<file path="src/rtl/prod_acc.sv">
// Sums N_TERMS unsigned products (e.g. from mul_4) into one result, with
// valid/ready handshakes on both the product input and the result output.
module prod_acc #(
  parameter int PROD_W  = 8,
  parameter int N_TERMS = 4,
  localparam int ACC_W  = PROD_W + $clog2(N_TERMS)
) (
  input  logic              clk_i,
  input  logic              rst_ni,
  input  logic              clear_i,
  input  logic [PROD_W-1:0] prod_i,
  input  logic              valid_i,
  output logic              ready_o,
  output logic [ACC_W-1:0]  sum_o,
  output logic              valid_o,
  input  logic              ready_i,
  output logic              state_o
);

  // Handshakes: a transfer happens on a rising edge where valid and ready are
  // both high; valid never waits on ready, and a raised valid_o (with sum_o)
  // holds until it is taken or the block is cleared or reset.

  localparam int CNT_W = (N_TERMS > 1) ? $clog2(N_TERMS) : 1;

  typedef enum logic {
    S_ACC  = 1'b0,
    S_DONE = 1'b1
  } state_t;

  state_t             state_q;
  state_t             state_d;
  logic [ACC_W-1:0]   acc_q;
  logic [ACC_W-1:0]   sum_q;
  logic [ACC_W-1:0]   term;
  logic [CNT_W-1:0]   cnt_q;
  logic               valid_q;
  logic               accept;
  logic               last;

  assign term    = ACC_W'(prod_i);
  assign ready_o = rst_ni && (state_q == S_ACC);
  assign accept  = valid_i && ready_o;
  assign last    = (cnt_q == CNT_W'(N_TERMS - 1));
  assign sum_o   = sum_q;
  assign valid_o = valid_q;
  assign state_o = state_q;

  always_comb begin
    state_d = state_q;
    case (state_q)
      S_ACC:   if (accept && last) state_d = S_DONE;
      S_DONE:  if (ready_i)        state_d = S_ACC;
      default:                     state_d = S_ACC;
    endcase
    if (clear_i) state_d = S_ACC;
  end

  always_ff @(posedge clk_i) begin
    if (!rst_ni) begin
      state_q <= S_ACC;
      acc_q   <= '0;
      cnt_q   <= '0;
      valid_q <= 1'b0;
      sum_q   <= '0;
    end else begin
      state_q <= state_d;
      if (clear_i) begin
        // sum_q deliberately survives a clear; only in-flight work is dropped
        acc_q   <= '0;
        cnt_q   <= '0;
        valid_q <= 1'b0;
      end else if (accept) begin
        if (last) begin
          sum_q   <= acc_q + term;
          valid_q <= 1'b1;
          acc_q   <= '0;
          cnt_q   <= '0;
        end else begin
          acc_q <= acc_q + term;
          cnt_q <= cnt_q + CNT_W'(1);
        end
      end else if (valid_q && ready_i) begin
        valid_q <= 1'b0;
      end
    end
  end

endmodule

</file>
<file path="config.mk">
export PLATFORM = sky130hd
export DESIGN_NAME = prod_acc
export DESIGN_NICKNAME = d
export VERILOG_FILES = /design/src/rtl/prod_acc.sv
export SDC_FILE = /design/constraint.sdc
export NUM_CORES = 1
export LEC_CHECK = 0
export ABC_AREA = 1
export CAP_MARGIN = 10
export CORE_MARGIN = 1.5
export CORE_UTILIZATION = 55
export DETAILED_ROUTE_END_ITERATION = 8
export GPL_TIMING_DRIVEN = 1
export PLACE_DENSITY = 0.84
export SKIP_CTS_REPAIR_TIMING = 1
export SYNTH_ARGS = -nofsm -noshare
export SYNTH_HDL_FRONTEND = slang
export SYNTH_SLANG_ARGS = --single-unit
</file>
<file path="constraint.sdc">
create_clock -name clk_i -period 2.5 [get_ports clk_i]
set_input_delay 0.5 -clock clk_i [delete_from_list [all_inputs] [get_ports clk_i]]
set_output_delay 0.5 -clock clk_i [all_outputs]
set_load 0.03 [all_outputs]
</file>
==> run summary <==
Sum Neg Setup Slack: 0 ns
clk_lat worst skew: 0.32 ns
DRT iter0 DRCs: 49
fmax: 474.3 MHz
DRT Wirelength: 3130 um
share of cells above drive strength 1: 6.306%
initial antenna violation count: 0
startpoint types: primary input
Data required, critical path: 2.76 ns
Syn Area/Cell: 7.000 um2
IO Pins: 26
Pwr Density: 462.1 nW/um2
dominant cell type by area after synthesis: dfxtp_1
vias: 1342
Yosys warning count: 0
status: complete, no violations
# rows: 17
ANT nets after route: 0
largest net degree at the start of global routing: 18
relative max-transition margin: 68.57%
CTS Buf Count: 3
skew final: 0.001856 ns
CORE AREA: 2276 um2
register area: 480.5 um2
CTS Sinks: 24
CTS tree: yes
Mapped Area: 1365 um2
Post-Layout Inst Area: 1689 um2
hpwl dp: 2370 um
Post-Syn Instances: 195
clk slew on worst S/H paths: 0.14 ns
Syn Nets: 218
Die Ht: 52.82 um
CP max stage delay: 0.48 ns
Root Driver: clkbuf_4
number of diodes: 0
nets: 246
worst slew pin tran: 0.4710 ns
first-pass GRT wire length: 5354 um
grt total ovfl: 0
H-tree Lvls: 1
via/cell ratio: 5.368
Tmin final: 2.108 ns
worst path cell trace: clkdlybuf4s50_1, ha_1, inv_1, fa_1, inv_1, nand3_1, nand2_1, xor2_1, nand2_1, a21oi_1
First-pass DRT Iterations: 4
Hold WC Path Type: reg -> reg
Synth top area share: 35.20%
Final period util: 84.33%
Die Wd: 52.82 um
final setup fails: 0
Area Overhead vs Synth: 23.74%
Worst Path Class, Setup: in -> reg
slowest cell on the critical path: clkdlybuf4s50_1
Initial Util: 59.98%
Worst setup EP type: register
Seq/Total Area, Yosys: 35.20%
WP data arrival: 2.37 ns
Crit Path Max Fanout: 3
Yosys cell types: 28
die area: 2790 um2
area occupied by multi-input gates: 774.5 um2
RSZ-0062 raised after global routing: false
Slew Viols, Final: 0
DP Area: 1637 um2
GPL Wtd Cong: 0.9230
VDD IR-drop max: 0.4195 mV
CTS Buffer Depth: 2
cells taking the most area after synthesis: dfxtp_1 (35%), nand2_1 (15%), ha_1 (8.2%), a21oi_1 (6.6%), nor2_1 (6.3%)
DRC: 0
vias in the first global route: 1292
Fin. Hold Viols: 0
FILL cells: 184
gr usage total: 26.32%
IO buf count: 25
Avg WL per Cell: 12.52 um
Synth Register Bits: 24
max-cap viol count: 0
Leakage: 0.0008057 uW
[cell families after synthesis]
group           synth area share [%]
compound gates                 12.28
fa+ha+maj                      9.716
buf+inv                        8.066
flops                          35.20
simple gates                   32.81
xor+xnor                       1.925
[critical path: cells and delay by family]
family                   cells  cell delay, ns
AO/OA/AOI/OAI                1            0.13
XOR/XNOR                     1            0.25
adder cells (fa/ha/maj)      2            0.60
buffers and inverters        3            0.64
AND/OR/NAND/NOR              3            0.24
[per-stage QoR]
step	worst slack (ns)	power, uW	hold WS, ns	cells	utilization (%)
after floorplan	0.6917	458.9	0.4425	195	-
after global placement	0.1295	496.5	0.4551	246	71.91
after detailed placement	0.05251	499.4	0.4629	246	71.91
after CTS	0.4001	781.4	0.4823	250	74.22
after global routing	0.2215	808.3	0.5019	250	74.22
final	0.3918	780.5	0.4823	250	74.22
[cells in the mapped netlist]
cell type	instances
nor2_4	1
buf_6	1
ha_1	9
nor2_2	1
clkinv_2	1
nand3_1	13
xnor2_1	1
a21o_1	1
nand4_1	3
xor2_1	2
o21ai_0	8
inv_1	22
nand3b_1	1
clkbuf_1	2
o211ai_1	1
a21oi_1	18
nand2_1	53
a21boi_0	1
nor2_8	1
inv_2	1
fa_1	1
o21a_1	1
nor2_1	23
a211oi_1	1
nand2_4	2
or2_2	1
nor3_1	1
dfxtp_1	24
[registers in the layout (all words and copies together), names as in the netlist]
signal / flops
sum_o: 10
acc_q: 10
state_o: 1
valid_o: 1
cnt_q: 2
[per-layer routing]
| layer | up-vias | part of all wire, % | GRT usage, % |
|---|---|---|---|
| li1 | 683 | - | - |
| met1 | 603 | 43 | 30.57 |
| met2 | 47 | 49 | 45.00 |
| met3 | 9 | 5.0 | 5.429 |
| met4 | 0 | 2.3 | 13.68 |
| met5 | - | 0 | 0 |
[cells in the final DEF, fill, tap and decap left out, types with 2 or more instances in the layout]
| cell type | n |
|---|---|
| a21oi_1 | 18 |
| buf_4 | 2 |
| clkbuf_4 | 3 |
| clkdlybuf4s50_1 | 24 |
| dfxtp_1 | 24 |
| ha_1 | 9 |
| inv_1 | 22 |
| nand2_1 | 53 |
| nand2_4 | 2 |
| nand3_1 | 13 |
| nand4_1 | 3 |
| nor2_1 | 23 |
| o21ai_0 | 8 |
| xor2_1 | 2 |
[cell type report]
cell class / instances / area share [%]
Clock buffer: 3 / 1.333
Tap cell: 28 / 2.074
Timing Repair Buffer: 26 / 15.11
Inverter: 24 / 5.407
Sequential cell: 24 / 28.44
Multi-Input combinational cell: 144 / 45.85
Clock inverter: 1 / 1.778
[worst paths after layout]
| check | start | end | slack (ns) | depth (start not counted) |
|---|---|---|---|---|
| hold reg to reg | cnt_q[1] | cnt_q[1] | 0.48 | 2 |
| setup / recovery | prod_i[0] | acc_q[4] | 0.39 | 10 |
| hold / removal | cnt_q[1] | cnt_q[1] | 0.48 | 2 |
| setup reg to reg | acc_q[0] | acc_q[4] | 0.69 | 9 |
[where the power goes]
group / internal [uW] / switching (uW) / leakage, uW
sequential: 387 / 2.36 / 0.000194
clock: 162 / 125 / 0.0000279
combinational: 43.3 / 61.5 / 0.000584
Power figures use the tool's default switching activity.
==> patch, RTL diff (same settings) <==
Reset style: asynchronous (`rst_ni`), changed in one clocked block.
--- a/src/rtl/prod_acc.sv
+++ b/src/rtl/prod_acc.sv
@@ -57,5 +57,5 @@
   end
 
-  always_ff @(posedge clk_i) begin
+  always_ff @(posedge clk_i or negedge rst_ni) begin
     if (!rst_ni) begin
       state_q <= S_ACC;
Formal check against the unedited RTL: differs if rst_ni is asserted again (counterexample within 10 cycles, from zero or initial values and one cycle with rst_ni low); with rst_ni held inactive, the same outputs for 10 cycles.
==> patch against the unedited design <==
Worst setup slack gained 0.090 ns; design area grew 1.5%; sequential power grew 6.4%; routed wire length shrank 10%; register-to-register slack gained 0.06 ns; maximum frequency grew 4.5%; critical path depth is the same; total power grew 2.1%; sequential cell count is the same; area after synthesis grew 2.7%; largest cell class unchanged; highest routed layer unchanged.
==> patch: results (changes against the unedited design) <==
Post-DP HPWL = 2132 um (was 2370 um)
PwrDens = 464.7 mW/mm2 (was 462.1 mW/mm2)
Yosys cell types = 26 (was 28)
Routed wire per std cell = 12.32 um (was 12.52 um)
Clock Pin Slew Worst Setup and Hold Paths = 0.14 ns (about the same)
Clock group share of total power = 26.5% (was 36.7%)
Post-DP Area = 0.001678 mm2 (was 0.001637 mm2)
Initial drt markers = 25 (was 49)
Seq/Total Area, Yosys = 42.86% (was 35.20%)
Worst rel slew slack = 74.81% (was 68.57%)
Layout Nets = 222 (was 246)
Post-Syn Nets = 193 (was 218)
Top post-synthesis cells by area = dfrtp_1 43%, nand2_1 16%, ha_1 8.0% (was dfxtp_1 35%, nand2_1 15%, ha_1 8.2%)
Total clock buffers created by CTS = 3 (unchanged)
Crit path DAT = 2.26 ns (was 2.37 ns)
Total number of vias = 1,190 (was 1,342)
Initial antenna violation count = 0 (unchanged)
Total Routing Usage GR = 22.81% (was 26.32%)
Largest net degree at the start of global routing = 25 (was 18)
Main synth FF type = dfrtp_1 (was dfxtp_1)
DRT Pass-1 Iters = 5 (was 4)
Clock Latency Late Sink = 0.33 ns
Leak pwr = 0.8955 nW (was 0.8057 nW)
Skew final = 0.005223 ns (was 0.001856 ns)
CP max stage cell = clkdlybuf4s50_1 (unchanged)
Worst min path class = reg -> reg (unchanged)
Critical Path Max Stage Delay = 0.46 ns (was 0.48 ns)
Critical path peak fanout = 3 (unchanged)
Global-route wire length before repair = 4574 um (was 5354 um)
Pint = 0.5650 mW (was 0.5921 mW)
Post-synthesis async set-or-reset flop share = 100.0% (was 0%)
Clock tree root buffer cell = clkbuf_4 (unchanged)
Routability-driven placement congestion ratio = 0.9098 (was 0.9230)
Most frequent cells after synthesis = 61 x nand2_1, 24 x dfrtp_1, 16 x inv_1, 15 x nand3_1, 9 x ha_1 (was 53 x nand2_1, 24 x dfxtp_1, 23 x nor2_1, 22 x inv_1, 18 x a21oi_1)
P_seq = 0.414 mW (was 0.389 mW)
VDD IR-drop max = 0.4337 mV (was 0.4195 mV)
Vias in the first global route = 1,138 (was 1,292)
R2R setup slack = 0.75 ns (was 0.69 ns)
Ys Warns = 0 (unchanged)
Hold_ws = 0.4975 ns (was 0.4823 ns)
Share of cells above drive strength 1 = 7.576% (was 6.306%)
Status = finished clean (unchanged)
I/O Buffers = 25 (unchanged)
patch: through the flow:
stage / setup slack [ns] / utilization (%) / std cells
final: 0.4816 / 70.47 / 228
after global routing: 0.3096 / 70.47 / 228
after CTS: 0.4674 / 70.47 / 228
after detailed placement: 0.1079 / 68.98 / 224
after global placement: 0.1556 / 68.98 / 224
after floorplan: 0.7454 / - / 170
patch: worst paths after layout:
| kind | startpoint | end |
|---|---|---|
| max in group asynchronous | rst_ni | sum_o[0] |
| setup / recovery | prod_i[0] | sum_o[8] |
| hold / removal | sum_o[9] | sum_o[9] |
| hold reg to reg | sum_o[9] | sum_o[9] |
| min in group asynchronous | rst_ni | acc_q[5] |
| setup reg to reg | acc_q[0] | sum_o[8] |
patch: layout make-up:
type | count | area [um2]
fillers | 201 | 718.2
multi-input cells | 126 | 711.9
flip-flops and latches | 24 | 600.6
repair buffers | 26 | 255.2
inverters | 18 | 72.57
well taps | 30 | 37.54
clock buffers | 4 | 36.28
patch: logic make-up after synthesis:
kind of cell	share of synthesized area, %
flip-flops	42.86
buffers and inverters	6.339
AND/OR/NAND/NOR	30.18
adder cells (fa/ha/maj)	9.464
AO/OA/AOI/OAI	9.286
XOR/XNOR	1.875
patch: metal layers:
layer / part of all wire [%] / wire [um] / track usage [%] / vias up
li1: - / - / - / 608
met1: 46 / 1280 / 26.47 / 550
met2: 48 / 1350 / 39.71 / 25
met3: 4.0 / 112 / 3.107 / 7
met4: 2.3 / 66 / 12.82 / 0
met5: 0 / 0 / 0 / -
patch: worst max-delay path, delay by kind of cell:
family,cells,cell delay [ns]
AOI/OAI and AO/OA,1,0.28
buffers and inverters,2,0.53
adders and majority gates,2,0.59
and+or+nand+nor,5,0.37
